==> src/rtl/fx_seq_pkg.sv <==
// Shared types and constants for the effect frame sequencer.
package fx_seq_pkg;

  localparam int FRAME_W = 16;
  localparam int STAT_W  = 8;

  typedef logic signed [FRAME_W-1:0] frame_t;

  typedef enum logic {
    IDLE,
    WAIT_DONE
  } seq_state_t;

  // Statistics counters hold at all-ones instead of wrapping.
  function automatic logic [STAT_W-1:0] sat_inc(input logic [STAT_W-1:0] v);
    return (v == '1) ? v : v + 1'b1;
  endfunction

endpackage

==> src/rtl/frame_fifo.sv <==
// Circular sample FIFO; DEPTH must be a power of two so the pointers wrap for free.
module frame_fifo
  import fx_seq_pkg::*;
#(
  parameter int DEPTH = 4
) (
  input  logic                     CLK,
  input  logic                     RESET,
  input  logic                     push,
  input  frame_t                   push_data,
  input  logic                     pop,
  output frame_t                   head,
  output logic                     full,
  output logic                     empty,
  output logic [$clog2(DEPTH):0]   count
);

  localparam int             AW        = $clog2(DEPTH);
  localparam logic [AW:0]    FULL_CNT  = (AW+1)'(DEPTH);

  logic [AW-1:0] wr_ptr_q, rd_ptr_q;
  logic [AW:0]   count_q;
  frame_t        mem_q [DEPTH];
  logic          do_push, do_pop;

  assign empty   = (count_q == '0);
  assign full    = (count_q == FULL_CNT);
  assign count   = count_q;
  assign head    = mem_q[rd_ptr_q];
  assign do_pop  = pop && !empty;
  // A full FIFO still accepts a push when the head leaves in the same cycle.
  assign do_push = push && (!full || do_pop);

  // NOTE: sequential state uses non-blocking assignments so every register sees pre-edge values.
  always_ff @(posedge CLK) begin
    if (RESET) begin
      wr_ptr_q <= '0;
      rd_ptr_q <= '0;
      count_q  <= '0;
    end else begin
      if (do_push) wr_ptr_q <= wr_ptr_q + 1'b1;
      if (do_pop)  rd_ptr_q <= rd_ptr_q + 1'b1;
      case ({do_push, do_pop})
        2'b10:   count_q <= count_q + 1'b1;
        2'b01:   count_q <= count_q - 1'b1;
        default: count_q <= count_q;
      endcase
    end
  end

  // NOTE: the storage array has no reset; the pointers and count alone define which entries are valid.
  always_ff @(posedge CLK) begin
    if (do_push) mem_q[wr_ptr_q] <= push_data;
  end

endmodule

==> src/rtl/effect_frame_sequencer.sv <==
// START/DONE initiator: buffers codec samples, runs each through an effect with timeout fallback.
// Define SEQ_STATS_EN to build the saturating overrun/timeout counters.
module effect_frame_sequencer
  import fx_seq_pkg::*;
#(
  parameter int DEPTH          = 4,
  parameter int TIMEOUT_CYCLES = 16
) (
  input  logic               CLK,
  input  logic               RESET,
  input  logic               adc_valid,
  input  logic [FRAME_W-1:0] adc_frame,
  input  logic               bypass,
  output logic               FX_START,
  output logic [FRAME_W-1:0] fx_input_frame,
  input  logic               FX_DONE,
  input  logic [FRAME_W-1:0] fx_output_frame,
  output logic               dac_valid,
  output logic [FRAME_W-1:0] dac_frame,
  output logic               overrun,
  output logic               fx_timeout,
  output logic [STAT_W-1:0]  overrun_count,
  output logic [STAT_W-1:0]  timeout_count
);

  localparam int                AW        = $clog2(DEPTH);
  localparam logic [AW:0]       FIFO_FULL = (AW+1)'(DEPTH);
  localparam int                CNT_W     = $clog2(TIMEOUT_CYCLES);
  localparam logic [CNT_W-1:0]  WAIT_LAST = CNT_W'(TIMEOUT_CYCLES - 1);

  seq_state_t        state_q;
  logic [CNT_W-1:0]  wait_cnt_q;
  frame_t            fx_input_frame_q, dac_frame_q;
  logic              fx_start_q, dac_valid_q, overrun_q, fx_timeout_q;

  frame_t            fifo_head;
  logic              fifo_full, fifo_empty, fifo_pop;
  logic [AW:0]       fifo_count;

  assign fifo_pop = (state_q == IDLE) && !fifo_empty;

  frame_fifo #(.DEPTH(DEPTH)) u_fifo (
    .CLK       (CLK),
    .RESET     (RESET),
    .push      (adc_valid),
    .push_data (frame_t'(adc_frame)),
    .pop       (fifo_pop),
    .head      (fifo_head),
    .full      (fifo_full),
    .empty     (fifo_empty),
    .count     (fifo_count)
  );

  always_ff @(posedge CLK) begin
    if (RESET) begin
      state_q          <= IDLE;
      wait_cnt_q       <= '0;
      fx_input_frame_q <= '0;
      dac_frame_q      <= '0;
      fx_start_q       <= 1'b0;
      dac_valid_q      <= 1'b0;
      overrun_q        <= 1'b0;
      fx_timeout_q     <= 1'b0;
    end else begin
      fx_start_q   <= 1'b0;
      dac_valid_q  <= 1'b0;
      fx_timeout_q <= 1'b0;
      overrun_q    <= adc_valid && fifo_full && !fifo_pop;
      case (state_q)
        IDLE: begin
          if (!fifo_empty) begin
            if (bypass) begin
              dac_frame_q <= fifo_head;
              dac_valid_q <= 1'b1;
            end else begin
              fx_input_frame_q <= fifo_head;
              fx_start_q       <= 1'b1;
              wait_cnt_q       <= '0;
              state_q          <= WAIT_DONE;
            end
          end
        end
        WAIT_DONE: begin
          // DONE takes priority over a timeout expiring in the same cycle.
          if (FX_DONE) begin
            dac_frame_q <= frame_t'(fx_output_frame);
            dac_valid_q <= 1'b1;
            state_q     <= IDLE;
          end else if (wait_cnt_q == WAIT_LAST) begin
            dac_frame_q  <= fx_input_frame_q;
            dac_valid_q  <= 1'b1;
            fx_timeout_q <= 1'b1;
            state_q      <= IDLE;
          end else begin
            wait_cnt_q <= wait_cnt_q + 1'b1;
          end
        end
        default: state_q <= IDLE;
      endcase
    end
  end

  assign FX_START       = fx_start_q;
  assign fx_input_frame = fx_input_frame_q;
  assign dac_valid      = dac_valid_q;
  assign dac_frame      = dac_frame_q;
  assign overrun        = overrun_q;
  assign fx_timeout     = fx_timeout_q;

`ifdef SEQ_STATS_EN
  logic [STAT_W-1:0] overrun_count_q, timeout_count_q;

  always_ff @(posedge CLK) begin
    if (RESET) begin
      overrun_count_q <= '0;
      timeout_count_q <= '0;
    end else begin
      if (overrun_q)    overrun_count_q <= sat_inc(overrun_count_q);
      if (fx_timeout_q) timeout_count_q <= sat_inc(timeout_count_q);
    end
  end

  assign overrun_count = overrun_count_q;
  assign timeout_count = timeout_count_q;
`else
  assign overrun_count = '0;
  assign timeout_count = '0;
`endif

  assert property (@(posedge CLK) disable iff (RESET) fifo_count <= FIFO_FULL);

endmodule

==> config.mk <==
export PLATFORM = sky130hd
export DESIGN_NAME = effect_frame_sequencer
export DESIGN_NICKNAME = d
export VERILOG_FILES = /design/src/rtl/fx_seq_pkg.sv /design/src/rtl/frame_fifo.sv /design/src/rtl/effect_frame_sequencer.sv
export SDC_FILE = /design/constraint.sdc
export NUM_CORES = 1
export LEC_CHECK = 0
export CAP_MARGIN = 5
export CELL_PAD_IN_SITES_DETAIL_PLACEMENT = 0
export CELL_PAD_IN_SITES_GLOBAL_PLACEMENT = 1
export CORE_MARGIN = 8
export CORE_UTILIZATION = 45
export CTS_CLUSTER_DIAMETER = 40
export DETAILED_ROUTE_END_ITERATION = 6
export GPL_TIMING_DRIVEN = 0
export HOLD_SLACK_MARGIN = 0.12
export PLACE_DENSITY_LB_ADDON = 0.1
export SETUP_SLACK_MARGIN = 0.4
export SKIP_LAST_GASP = 1
export SLEW_MARGIN = 15
export SYNTH_ARGS = -nofsm -noshare
export SYNTH_HDL_FRONTEND = slang
export SYNTH_SLANG_ARGS = --single-unit
==> constraint.sdc <==
create_clock -name CLK -period 3.6 [get_ports CLK]
set_input_delay 0.36 -clock CLK [delete_from_list [all_inputs] [get_ports CLK]]
set_output_delay 0.36 -clock CLK [all_outputs]
set_load 0.02 [all_outputs]
# Word-level counts from Yosys, hierarchy flattened
# Memory sizes are Yosys's and may differ from the RTL's. A register that Yosys moved wholly into a read port is not among the register bits.
# Index checks and enable logic that the tools add are counted.
dict set report totals {
  memories 1
  out_inout_bits 52
  word_cells 71
  input_bits 37
  mem_bits_rw 64
  ff_bits 48
}
dict set report op_classes {
  n_addsub 5
  bitwise_logic 3
  reduce_logical 16
  eq_ne 10
  n_mux 25
}
# memory words width read_ports rd_clocked_by_memory_dff write_ports line_no
set mem_list {}
lappend mem_list {u_fifo.mem_q 4 16 1 1 1 frame_fifo.sv:23} ;# frame_t mem_q [DEPTH];
# op count
set ops {}
lappend ops {{two-way mux 16 bit} 4}
lappend ops {{one-hot mux 16 bit (2 select lines)} 1}
lappend ops {{two-way mux 4 bit} 4}
lappend ops {{two-way mux 1 bit} 10}
lappend ops {{inequality test 2 bit (second input constant)} 5}
lappend ops {{one-hot mux 4 bit (2 select lines)} 1}
lappend ops {{one-hot mux 3 bit (2 select lines)} 1}
lappend ops {{AND reduction 3 bit} 2}
lappend ops {{logical AND 1 bit} 5}
lappend ops {{adder 2 x 1 -> 2 bit (second input constant)} 2}
lappend ops {{adder 4 x 1 -> 4 bit (second input constant)} 1}
lappend ops {{== test 4 bit (second input constant)} 1}
lappend ops {{two-way mux 2 bit} 2}
lappend ops {{one-hot mux 1 bit (2 select lines)} 2}
lappend ops {{AND reduction 4 bit} 1}
lappend ops {{adder 3 x 1 -> 3 bit (second input constant)} 1}
lappend ops {{== test 3 bit (second input constant)} 1}
lappend ops {{zero test 1 bit} 3}
lappend ops {{zero test 3 bit} 1}
lappend ops {{inequality test 3 x 2 -> 1 bit (second input constant)} 1}
lappend ops {{NOT 1 bit} 3}
lappend ops {{OR reduction 3 bit} 1}
lappend ops {{subtractor 3 x 1 -> 3 bit (second input constant)} 1}
lappend ops {{== test 2 x 1 -> 1 bit (second input constant)} 1}
lappend ops {{4 further kinds} 4}

# Depth between registers and ports, before layout
# Gate-level depths: netlist of the first run.
dict set report depth {
  depth_word 8
  ltp_mapped 9
  depth_no_buf 9
}

# Hierarchy
# A second synthesis of the first run with hierarchy kept.
dict set report hier_totals {
  hier_cells 372
  hier_area_um2 4956.0
}
# module cells_per_inst seq_area_each_um2 n_inst area_per_inst_um2
set by_module_without_submodules {}
lappend by_module_without_submodules {frame_fifo 138 2102.0 1 2830.2}
lappend by_module_without_submodules {effect_frame_sequencer 234 820.8 1 2125.8}

# Least setup slack after synthesis of the first run
# No wires, ideal clock.
dict set report synth_timing {
  path_kind {reg-to-reg}
  startpoint {register u_fifo.count_q[1], in the netlist u_fifo.count[1]}
  endpoint {register u_fifo.count_q[2], in the netlist u_fifo.count[2]}
  arrival_ns 2.013
  synth_period_minus_slack_ns 2.084
  setup_time_ns 0.071
  path_slack_ns 1.516
  stages_incl_launch_ff 10
  n_path_buf 0
  required_ns 3.529
  path_cell_list {dfxtp_1 nand4bb_1 and2_1 inv_1 ha_1 inv_1 fa_1 xor2_1 or3_1 a21oi_1}
}
dict set report synth_via {
  elab_chain_cells 8
  word_cells_on_any_way 14
  classes_between {2 x add/sub; 3 x eq/ne; 1 x mux; 8 x reduce/logical}
}
# item line_no
set synth_rtl {}
lappend synth_rtl {{start: declaration} frame_fifo.sv:22} ;# logic [AW:0] count_q;
lappend synth_rtl {{start signal: assignment} frame_fifo.sv:44} ;# 2'b10: count_q <= count_q + 1'b1;
lappend synth_rtl {{start signal: assignment} frame_fifo.sv:45} ;# 2'b01: count_q <= count_q - 1'b1;
lappend synth_rtl {{start signal: assignment} frame_fifo.sv:46} ;# default: count_q <= count_q;
lappend synth_rtl {{zero test 3 bit} frame_fifo.sv:26} ;# assign empty = (count_q == '0);
lappend synth_rtl {{zero test 1 bit} {frame_fifo.sv:30, effect_frame_sequencer.sv:40}}
lappend synth_rtl {{logical AND 1 bit} effect_frame_sequencer.sv:40} ;# assign fifo_pop = (state_q == IDLE) && !fifo_empty;
lappend synth_rtl {{logical AND 1 bit} frame_fifo.sv:30} ;# assign do_pop = pop && !empty;
lappend synth_rtl {{logical OR 1 bit} frame_fifo.sv:32} ;# assign do_push = push && (!full || do_pop);
lappend synth_rtl {{logical AND 1 bit} frame_fifo.sv:32}
lappend synth_rtl {{== test 2 x 1 -> 1 bit / == test 2 bit (equally long branches)} frame_fifo.sv:43} ;# case ({do_push, do_pop})
lappend synth_rtl {{one-hot mux 3 bit (2 select lines) / nonzero test 2 bit (equally long branches)} -}
# Several ways; a longest one is shown, not always the timed one.
# A chain may end at the register's enable or synchronous reset.

# Final worst setup path of the first run
dict set report layout_timing {
  startpoint {register u_fifo.count_q[0], in the netlist u_fifo.count[0]}
  endpoint {register u_fifo.count_q[2], in the netlist u_fifo.count[2]}
}
# Same word-level chain as after synthesis.

==> flow_summary_export.csv, run 1 <==
group,metric,value,unit
run_status,outcome,"finished, final reports clean",
floorplanning,die_w,118,µm
yosys,synthesized_area_fraction_occupied_by_ao_oa_aoi_and_oai_cells,6.51,%
yosys,synthDominantCellAreaShare,41.2,%
clock_tree,cts_tree,"done",
yosys,syn_area_per_cell,14.0,µm²
worst_setup_path,reg2reg_setup_slack,1.27,ns
sta,fmax,0.429,GHz
placed_design,dp_hpwl,7140,µm
sta,setup_violations,0,
hold_path,hold-path-endpoint,"fx_timeout",
worst_setup_path,worst-r2r-cell-count,9,
clock_tree,insertion_delay,0.50,ns
worst_setup_path,cells_traversed_along_the_worst_timing_path,"nand4bb_1 -> and2_1 -> inv_1 -> ha_1 -> inv_1 -> fa_1 -> xor2_1 -> or3_1 -> a21oi_1",
power,power,4.83,mW
worst_setup_path,crit_path_max_fanout,6,
yosys,post_synth_fa_ha_maj_area_fraction,2.04,%
yosys,synth_top_cell_by_area,"edfxtp_1",
yosys,synth_edf_count,64,
cells_and_area,layout.cells.non_filler,586,
drt,route.detailed.wl_per_inst,17.8,µm
sta,share_of_the_clock_period_used_by_the_worst_path,64.7,%
global_route,grt_pass1_wl,17100,µm
yosys,sequential_to_total_area_share_from_yosys_stat,62.6,%
floorplanning,design.core.area,0.0102,mm²
cells_and_area,fill_cells,828,
power,cellPowerDensity,779,mW/mm²
sta,slew_viol_final,0,
clock_tree,cts-hold-fix-buffers,0,
placed_design,io_buffers,70,
global_route,grt_start_max_net_pins,17,
drt,dr.pass1.iters,4,
run,timing.max_cap.violations,0,
sta,worst_slew_pin_slew,0.905,ns
clock_tree,post_cts.repair.setup_buffers,0,
worst_setup_path,worstPathRequired,4.03,ns
power,ir_worst_vdd,374,µV
clock_tree,clock_tree.root_cell,"clkbuf_8",
drt,antenna_violating_nets_post_route,0,
sta,final_hold_vios,0,
yosys,number_of_instances_in_the_synthesized_netlist,333,
yosys,synth_top_family_by_area,"multiplexers",
sta,rsz0062_at_grt,"false",
worst_setup_path,worstSetupPathType,"register to register",
hold_path,hold_start,"RESET",
clock_tree,cts_max_path_buffers,2,
worst_setup_path,worstReg2RegEnd,"u_fifo.count[2]",
cells_and_area,finalInstanceArea,0.00620,mm²
cells_and_area,diodes,0,
sta,post-route-min-period,2.33,ns
worst_setup_path,worstSetupStartpointType,"register",
clock_tree,clk_transition_reported_paths,0.06,ns
power,power_leakage,2.25,nW
placed_design,gp_congestion,0.775,
floorplanning,design.portCount,89,
yosys,synth_top_cells_by_area,"edfxtp_1 (41%), dfxtp_1 (21%), mux4_2 (7.7%), mux2i_1 (6.9%), o2bb2ai_1 (3.0%)",
global_route,first_global_vias,3128,
floorplanning,initial_utilization,45.8,%
global_route,sum_of_overflow_across_all_layers_after_global_routing,0,
yosys,synth_most_common_cell,"edfxtp_1",
yosys,synth_simple_gate_area_share,7.34,%
sta,hold_slack,0.295,ns
worst_setup_path,path_common_cell,"inv_1",
worst_setup_path,worst_path_max_delay_cell,"dfxtp_1",
placed_design,dpl.cell_count,554,
placed_design,placement.cell_area,0.00560,mm²
drt,drc,0,
yosys,synthArstFlopShare,0,%
worst_setup_path,r2r_startpoint,"u_fifo.count[0]",
clock_tree,cts.sink_count,114,
yosys,ys_seq_elements,114,
yosys,yosys.area_share.xor_xnor,0.938,%
hold_path,hold-path-cell-count,2,
worst_setup_path,endpoint_arrival_time_on_the_critical_path,2.76,ns
cells_and_area,nNetsFinal,481,
clock_tree,cts_inserted_buffers,17,
clock_tree,cts-resized-gates,0,
yosys,yosys_warnings,0,
drt,routed_wl,10400,µm
floorplanning,dieArea,0.0139,mm²
sta,finalClockSkew,0.00905,ns
placed_design,dpl_worst_slack,1.20,ns
worst_setup_path,setup.worst_path.end_class,"register",
cells_and_area,drive_above_1_share,18.2,%
yosys,ys_types,42,
yosys,synth.cells.most_frequent,"edfxtp_1 (64), dfxtp_1 (50), mux2i_1 (32)",
yosys,yosys_most_used_dff,"edfxtp_1",
global_route,grt.total_usage,15.6,%
yosys,synthMuxAreaShare,14.8,%
drt,route.detailed.vias_per_inst,5.01,
cells_and_area,post-route-util,60.9,%
cells_and_area,area.growth.synth_to_final,32.8,%
sta,finalSetupTns,0,ns
sta,timing.slew.headroom,39.7,%
hold_path,hp-class,"input pin to register",
floorplanning,fp.dieH,118,µm
clock_tree,ctsHtreeMaxLevel,4,
worst_setup_path,critPathBufInv,2,
yosys,synth_area,0.00467,mm²
sta,setup_ws,1.27,ns
drt,first_iter_violations,127,
drt,via_count,2933,
floorplanning,placement_rows,37,
worst_setup_path,path_delay_family,"simple AND/OR/NAND/NOR gates",
global_route,antenna_found_initial,0,
worst_setup_path,crit_path_max_incr_delay,0.38,ns
==> state kept, by name, summed over array words and instances, names as in the netlist, named ones only <==
name and flops:
FX_START 1, dac_frame 16, dac_valid 1, fx_input_frame 16, fx_timeout 1, overrun 1
state_q 1, u_fifo.count 3, u_fifo.mem_q 64, u_fifo.rd_ptr_q 2, u_fifo.wr_ptr_q 2, wait_cnt_q 4
==> placed cells by master (no fill, tap or decap), types with 3 or more instances in the layout <==
| cell | count |
|---|---|
| inv_1 | 8 |
| mux2i_1 | 32 |
| ha_1 | 6 |
| xor2_1 | 3 |
| o2bb2ai_1 | 16 |
| conb_1 | 16 |
| inv_6 | 3 |
| nand2_1 | 20 |
| a21oi_1 | 6 |
| and3_1 | 4 |
| clkbuf_1 | 7 |
| clkdlybuf4s50_1 | 70 |
| clkinv_4 | 4 |
| dfxtp_1 | 50 |
| nand3_1 | 3 |
| mux4_2 | 16 |
| buf_4 | 18 |
| o21ai_0 | 17 |
| or3_1 | 3 |
| clkbuf_16 | 16 |
| edfxtp_1 | 64 |
| clkinvlp_4 | 3 |
| nor2_1 | 28 |
| buf_6 | 4 |
| bufinv_16 | 3 |
| buf_2 | 4 |
==> layout make-up <==
cell class	instances	area, µm²	share of cell area [%]
inverter	9	33.8	0.545
clock buffer	19	432	6.96
sequential	114	2920	47.1
multi-input combinational	191	1540	24.8
timing repair buffer	70	701	11.3
clock inverter	13	174	2.80
tap	136	170	2.74
buffer	34	231	3.73
==> metal layers <==
metal / GRT usage, % / up-vias / wire length, µm
li1: - / 1410 / -
met1: 19.8 / 1427 / 4790
met2: 24.7 / 86 / 4830
met3: 5.28 / 10 / 723
met4: 4.88 / 0 / 93
met5: 0 / - / 0
==> worst register-to-register path, delay by kind of cell, from the launching register on <==
kind,cells,cell delay (ns)
xor+xnor,1,0.16
buf+inv,2,0.14
simple gates,3,0.89
fa+ha+maj,2,0.54
compound gates,1,0.13
flops,1,0.38
==> worst max path at each step <==
stage / slack, ns / from / to / depth (start not counted)
after floorplan: 1.52 / u_fifo.count[1] / u_fifo.count[2] / 9
after global placement: 1.22 / adc_valid / u_fifo.count[2] / 9
after detailed placement: 1.20 / adc_valid / u_fifo.count[2] / 9
after CTS: 1.27 / u_fifo.count[0] / u_fifo.count[2] / 9
after global routing: 1.11 / u_fifo.count[1] / u_fifo.count[2] / 9
final: 1.27 / u_fifo.count[0] / u_fifo.count[2] / 9
==> logic make-up (layout without fill, tap and decap cells) <==
group                      count (synthesis)  in the layout
AOI/OAI and AO/OA                         44             44
buffers and inverters                     43            145
xor gates and xnor gates                   5              5
DFF                                      114            114
muxes                                     49             49
other                                      1             16
and+or+nand+nor                           70             70
adders and majority gates                  7              7
==> power breakdown <==
group	switching, mW	total, mW	internal [mW]
Clock	0.605	1.69	1.08
Combinational	0.765	1.42	0.656
Sequential	0.134	1.72	1.59
(Power assumes the default switching activity.)
==> run 2: changes to the inputs <==
--- a/config.mk
+++ b/config.mk
@@ -9,7 +9,7 @@
 export CELL_PAD_IN_SITES_DETAIL_PLACEMENT = 0
 export CELL_PAD_IN_SITES_GLOBAL_PLACEMENT = 1
 export CORE_MARGIN = 8
-export CORE_UTILIZATION = 45
+export CORE_UTILIZATION = 38
 export CTS_CLUSTER_DIAMETER = 40
 export DETAILED_ROUTE_END_ITERATION = 6
 export GPL_TIMING_DRIVEN = 0
==> constraint.sdc (replaced) <==
create_clock -name CLK -period 2 [get_ports CLK]
set_input_delay 0.2 -clock CLK [delete_from_list [all_inputs] [get_ports CLK]]
set_output_delay 0.2 -clock CLK [all_outputs]
set_load 0.02 [all_outputs]
==> flow_summary_export.csv, run 2 (same netlist as run 1, synthesis figures left out) <==
group,metric,value,unit
sta,fmax,0.519,GHz
sta,slew_viol_final,0,
power,cellPowerDensity,1360,mW/mm²
global_route,first_global_vias,2938,
worst_setup_path,worstReg2RegEnd,"u_fifo.count[2]",
clock_tree,ctsHtreeMaxLevel,4,
worst_setup_path,endpoint_arrival_time_on_the_critical_path,2.26,ns
hold_path,hold-path-endpoint,"fx_timeout",
cells_and_area,diodes,0,
drt,first_iter_violations,145,
placed_design,dp_hpwl,7230,µm
global_route,grt_pass1_wl,17000,µm
sta,setup_ws,0.0741,ns
power,power_leakage,2.62,nW
sta,worst_slew_pin_slew,0.579,ns
placed_design,dpl_worst_slack,-0.130,ns
floorplanning,initial_utilization,38.9,%
clock_tree,clock_tree.root_cell,"clkbuf_16",
placed_design,gp_congestion,0.714,
drt,routed_wl,11100,µm
sta,post-route-min-period,1.93,ns
sta,timing.slew.headroom,61.4,%
drt,route.detailed.vias_per_inst,4.79,
drt,detailroute.wirelength.met2,4940,µm
clock_tree,cts.sink_count,114,
clock_tree,cts_tree,"done",
drt,antenna_violating_nets_post_route,0,
global_route,sum_of_overflow_across_all_layers_after_global_routing,0,
worst_setup_path,source_of_the_critical_timing_path,"u_fifo.count[1]",
global_route,grt.total_usage,14.2,%
worst_setup_path,worstSetupStartpointType,"register",
clock_tree,insertion_delay,0.41,ns
cells_and_area,finalInstanceArea,0.00651,mm²
worst_setup_path,setup.worst_path.end_class,"register",
drt,routed-wl-met3,769,µm
run,timing.max_cap.violations,0,
placed_design,placement.cell_area,0.00565,mm²
worst_setup_path,worstPathRequired,2.34,ns
clock_tree,cts-hold-fix-buffers,0,
sta,share_of_the_clock_period_used_by_the_worst_path,96.3,%
placed_design,io_buffers,70,
drt,m1WireLength,5180,µm
worst_setup_path,worstSetupPathType,"register to register",
floorplanning,design.core.area,0.0120,mm²
global_route,grt_start_max_net_pins,17,
global_route,antenna_found_initial,0,
drt,dr.pass1.iters,4,
cells_and_area,nNetsFinal,501,
floorplanning,fp.dieH,127,µm
cells_and_area,largest_reg_flops,64,
sta,rsz0062_at_grt,"true",
sta,finalClockSkew,0.00574,ns
run_status,outcome,"finished, final reports clean",
worst_setup_path,worst-r2r-cell-count,9,
cells_and_area,drive_above_1_share,28.1,%
floorplanning,die_w,127,µm
floorplanning,dieArea,0.0161,mm²
clock_tree,cts_inserted_buffers,17,
cells_and_area,area.growth.synth_to_final,39.4,%
sta,final_hold_vios,0,
drt,top_layer_used,"met4",
power,ir_worst_vdd,738,µV
cells_and_area,layout.cells.most_common,"edfxtp_1",
clock_tree,cts_max_path_buffers,2,
hold_path,hp-class,"input pin to register",
hold_path,hold_start,"RESET",
worst_setup_path,reg2reg_setup_slack,0.07,ns
drt,via_count,2954,
floorplanning,design.portCount,89,
floorplanning,placement_rows,40,
drt,drc,0,
drt,route.detailed.wl_per_inst,18.0,µm
cells_and_area,max_flop_register,"u_fifo.mem_q",
power,power,8.88,mW
sta,hold_slack,0.184,ns
clock_tree,clk_transition_reported_paths,0.05,ns
worst_setup_path,crit_path_max_fanout,2,
worst_setup_path,r2r_startpoint,"u_fifo.count[1]",
sta,setup_violations,0,
hold_path,hold-path-cell-count,2,
cells_and_area,layout_common_cells,"edfxtp_1 (64), dfxtp_1 (44), clkdlybuf4s50_1 (44)",
run 2: critical path: stages, from the launching register on:
cell and delay, ns:
dfxtp_4 0.34, nand4bb_4 0.23, and2_4 0.17, inv_4 0.06
ha_4 0.12, inv_2 0.03, fa_2 0.32, xor2_1 0.15
or3_1 0.32, a21oi_2 0.12
run 2: layout make-up:
type	instances	area, µm²
flip-flops and latches	114	2940
multi-input cells	191	1660
clock inverters	15	114
repair buffers	90	893
plain buffers	34	258
fillers	1022	5500
clock buffers	17	425
well taps	147	184
inverters	9	36.3
run 2: routing by layer:
| metal | up-vias | track usage, % |
|---|---|---|
| li1 | 1450 | - |
| met1 | 1394 | 18.5 |
| met2 | 95 | 20.3 |
| met3 | 15 | 5.19 |
| met4 | 0 | 7.14 |
| met5 | - | 0 |
run 2: worst max path at each step:
stage | endpoint | slack [ns] | depth (start not counted)
finish | u_fifo.count[2] | 0.07 | 9
global route | u_fifo.count[2] | -0.006 | 9
CTS | u_fifo.count[2] | 0.05 | 9
detailed placement | u_fifo.count[2] | -0.13 | 9
global placement | u_fifo.count[2] | -0.11 | 9
floorplan | u_fifo.count[2] | 0.11 | 9
run 2: power by group:
group          leakage (nW)  internal [mW]  switching [mW]  total, mW
Clock                 0.242           1.58            1.10       2.68
Sequential            0.999           2.87           0.219       3.09
Combinational          1.38           1.52            1.58       3.11
Total                  2.62           5.97            2.90       8.88
run 2: per-stage QoR:
step           cells  TNS (ns)  utilization, %
3_5_place_dp     565    -0.143            47.0
6_report         617         0            54.2
5_1_grt          617  -0.00597            54.2
4_1_cts          610         0            52.6
3_3_place_gp     565    -0.113            47.0
2_1_floorplan    348         0               -
run 2: timing repair:
action                     4_1_cts  5_1_grt
buffers inserted                13        5
gates resized for setup         34       44
hold endpoints to repair         0        0
pin swaps                        5       10
cloned                           0        2
setup endpoints to repair      102       36
==> run 3: changes to the inputs <==
--- a/config.mk
+++ b/config.mk
@@ -12,9 +12,9 @@
 export CORE_UTILIZATION = 38
 export CTS_CLUSTER_DIAMETER = 40
 export DETAILED_ROUTE_END_ITERATION = 6
-export GPL_TIMING_DRIVEN = 0
 export HOLD_SLACK_MARGIN = 0.12
 export PLACE_DENSITY_LB_ADDON = 0.1
+export REMOVE_ABC_BUFFERS = 1
 export SETUP_SLACK_MARGIN = 0.4
 export SKIP_LAST_GASP = 1
 export SLEW_MARGIN = 15
==> flow_summary_export.csv, run 3 (same netlist as run 1, synthesis figures left out) <==
group,metric,value,unit
run_status,outcome,"finished, final reports clean",
clock_tree,cts_max_path_buffers,2,
run,timing.max_cap.violations,0,
cells_and_area,layout.cells.most_common,"edfxtp_1",
clock_tree,cts_inserted_buffers,17,
power,seq_power_share,34.4,%
sta,post-route-min-period,1.91,ns
hold_path,hp-class,"input pin to register",
global_route,antenna_found_initial,0,
power,power_leakage,2.49,nW
sta,share_of_the_clock_period_used_by_the_worst_path,95.5,%
global_route,first_global_vias,3050,
cells_and_area,largest_reg_flops,64,
placed_design,dp_hpwl,6960,µm
global_route,grt.total_usage,13.3,%
power,ir_worst_vdd,611,µV
clock_tree,ctsHtreeMaxLevel,4,
global_route,sum_of_overflow_across_all_layers_after_global_routing,0,
floorplanning,design.portCount,89,
drt,via_count,2888,
drt,top_layer_used,"met4",
power,clockPowerShare,33.8,%
drt,first_iter_violations,187,
floorplanning,design.core.area,0.0120,mm²
sta,setup_violations,0,
worst_setup_path,r2r_startpoint,"u_fifo.count[0]",
sta,fmax,0.524,GHz
power,p_comb_share,31.8,%
drt,routed-wl-met3,601,µm
clock_tree,cts-hold-fix-buffers,0,
drt,routed_wl,10300,µm
worst_setup_path,source_of_the_critical_timing_path,"u_fifo.count[0]",
floorplanning,dieArea,0.0161,mm²
worst_setup_path,worstReg2RegEnd,"u_fifo.count[2]",
clock_tree,cts.sink_count,114,
floorplanning,placement_rows,40,
drt,route.detailed.wl_per_inst,17.2,µm
clock_tree,clk_transition_reported_paths,0.05,ns
worst_setup_path,worstSetupPathType,"register to register",
placed_design,dpl_worst_slack,-0.154,ns
worst_setup_path,worstPathRequired,2.33,ns
global_route,grt_start_max_net_pins,39,
power,power_report.internal_total,6.20,mW
worst_setup_path,worstSetupStartpointType,"register",
cells_and_area,max_flop_register,"u_fifo.mem_q",
floorplanning,initial_utilization,38.9,%
placed_design,io_buffers,72,
sta,finalClockSkew,0.0127,ns
cells_and_area,drive_above_1_share,21.8,%
drt,dr.pass1.iters,4,
worst_setup_path,crit_path_max_fanout,2,
cells_and_area,nNetsFinal,481,
hold_path,hold-path-endpoint,"u_fifo.mem_q[1][12]",
clock_tree,insertion_delay,0.41,ns
drt,antenna_violating_nets_post_route,0,
power,power_switching_share,30.5,%
drt,route.detailed.vias_per_inst,4.84,
hold_path,hold_start,"adc_frame[12]",
clock_tree,clock_tree.root_cell,"clkbuf_16",
worst_setup_path,setup.worst_path.end_class,"register",
power,cellPowerDensity,1400,mW/mm²
drt,m1WireLength,4890,µm
global_route,grt_pass1_wl,16500,µm
drt,detailroute.wirelength.met2,4680,µm
sta,setup_ws,0.0899,ns
drt,drc,0,
cells_and_area,layout_common_cells,"edfxtp_1 (64), clkdlybuf4s50_1 (50), dfxtp_1 (47)",
power,switching_power,2.72,mW
clock_tree,cts_tree,"done",
sta,slew_viol_final,0,
cells_and_area,diodes,0,
worst_setup_path,worst-r2r-cell-count,9,
hold_path,hold-path-cell-count,1,
worst_setup_path,reg2reg_setup_slack,0.09,ns
sta,final_hold_vios,0,
floorplanning,die_w,127,µm
cells_and_area,post-route-util,53.0,%
worst_setup_path,endpoint_arrival_time_on_the_critical_path,2.24,ns
sta,rsz0062_at_grt,"true",
cells_and_area,area.growth.synth_to_final,36.3,%
placed_design,gp_congestion,0.720,
floorplanning,fp.dieH,127,µm
[run 3: cell type report]
type | count | area (µm²)
fill | 1051 | 5650
sequential | 114 | 2930
multi-input combinational | 191 | 1600
timing repair buffer | 104 | 1020
clock buffer | 20 | 437
tap | 147 | 184
clock inverter | 12 | 159
inverter | 9 | 36.3
[run 3: worst max-delay path by stage]
stage	endpoint	slack (ns)	cells after the start
4_1_cts	u_fifo.count[2]	0.09	9
3_5_place_dp	u_fifo.count[2]	-0.15	9
6_report	u_fifo.count[2]	0.09	9
2_1_floorplan	u_fifo.count[2]	-0.70	9
3_3_place_gp	u_fifo.count[2]	-0.08	9
5_1_grt	u_fifo.count[2]	0.02	9
[run 3: critical path: stages, from the launching register on]
cell       delay [ns]
dfxtp_2          0.32
nand4bb_4        0.23
and2_4           0.17
inv_4            0.06
ha_4             0.13
inv_2            0.03
fa_2             0.32
xor2_1           0.15
or3_1            0.32
a21oi_2          0.11
[run 3: timing repair]
item	CTS	global route
setup endpoints to repair	33	46
pin swaps	5	1
gates resized for setup	24	19
setup buffers	5	2
gates cloned	0	0
[run 3: layer usage]
metal | up-vias | global-route usage [%]
met2 | 72 | 20.1
met3 | 8 | 4.73
met1 | 1399 | 16.9
li1 | 1409 | -
met4 | 0 | 5.46
met5 | - | 0
[run 3: power groups by stage]
stage | Sequential (mW) | Clock, mW | Combinational [mW]
5_1_grt | 3.11 | 3.17 | 3.10
2_1_floorplan | 3.45 | 0 | 1.16
3_5_place_dp | 3.10 | 0 | 2.71
4_1_cts | 3.07 | 3.07 | 2.81
3_3_place_gp | 3.10 | 0 | 2.70
6_report | 3.07 | 3.01 | 2.84
[run 3: stage by stage]
| stage | power [mW] | cell area, µm² | TNS, ns | cells | hold WS (ns) |
|---|---|---|---|---|---|
| floorplan | 4.61 | 4490 | -1.22 | 314 | 0.269 |
| global placement | 5.79 | 5610 | -0.0811 | 558 | 0.446 |
| detailed placement | 5.81 | 5610 | -0.154 | 558 | 0.456 |
| CTS | 8.95 | 6280 | 0 | 595 | 0.414 |
| global route | 9.38 | 6360 | 0 | 597 | 0.429 |
| finish | 8.91 | 6360 | 0 | 597 | 0.427 |
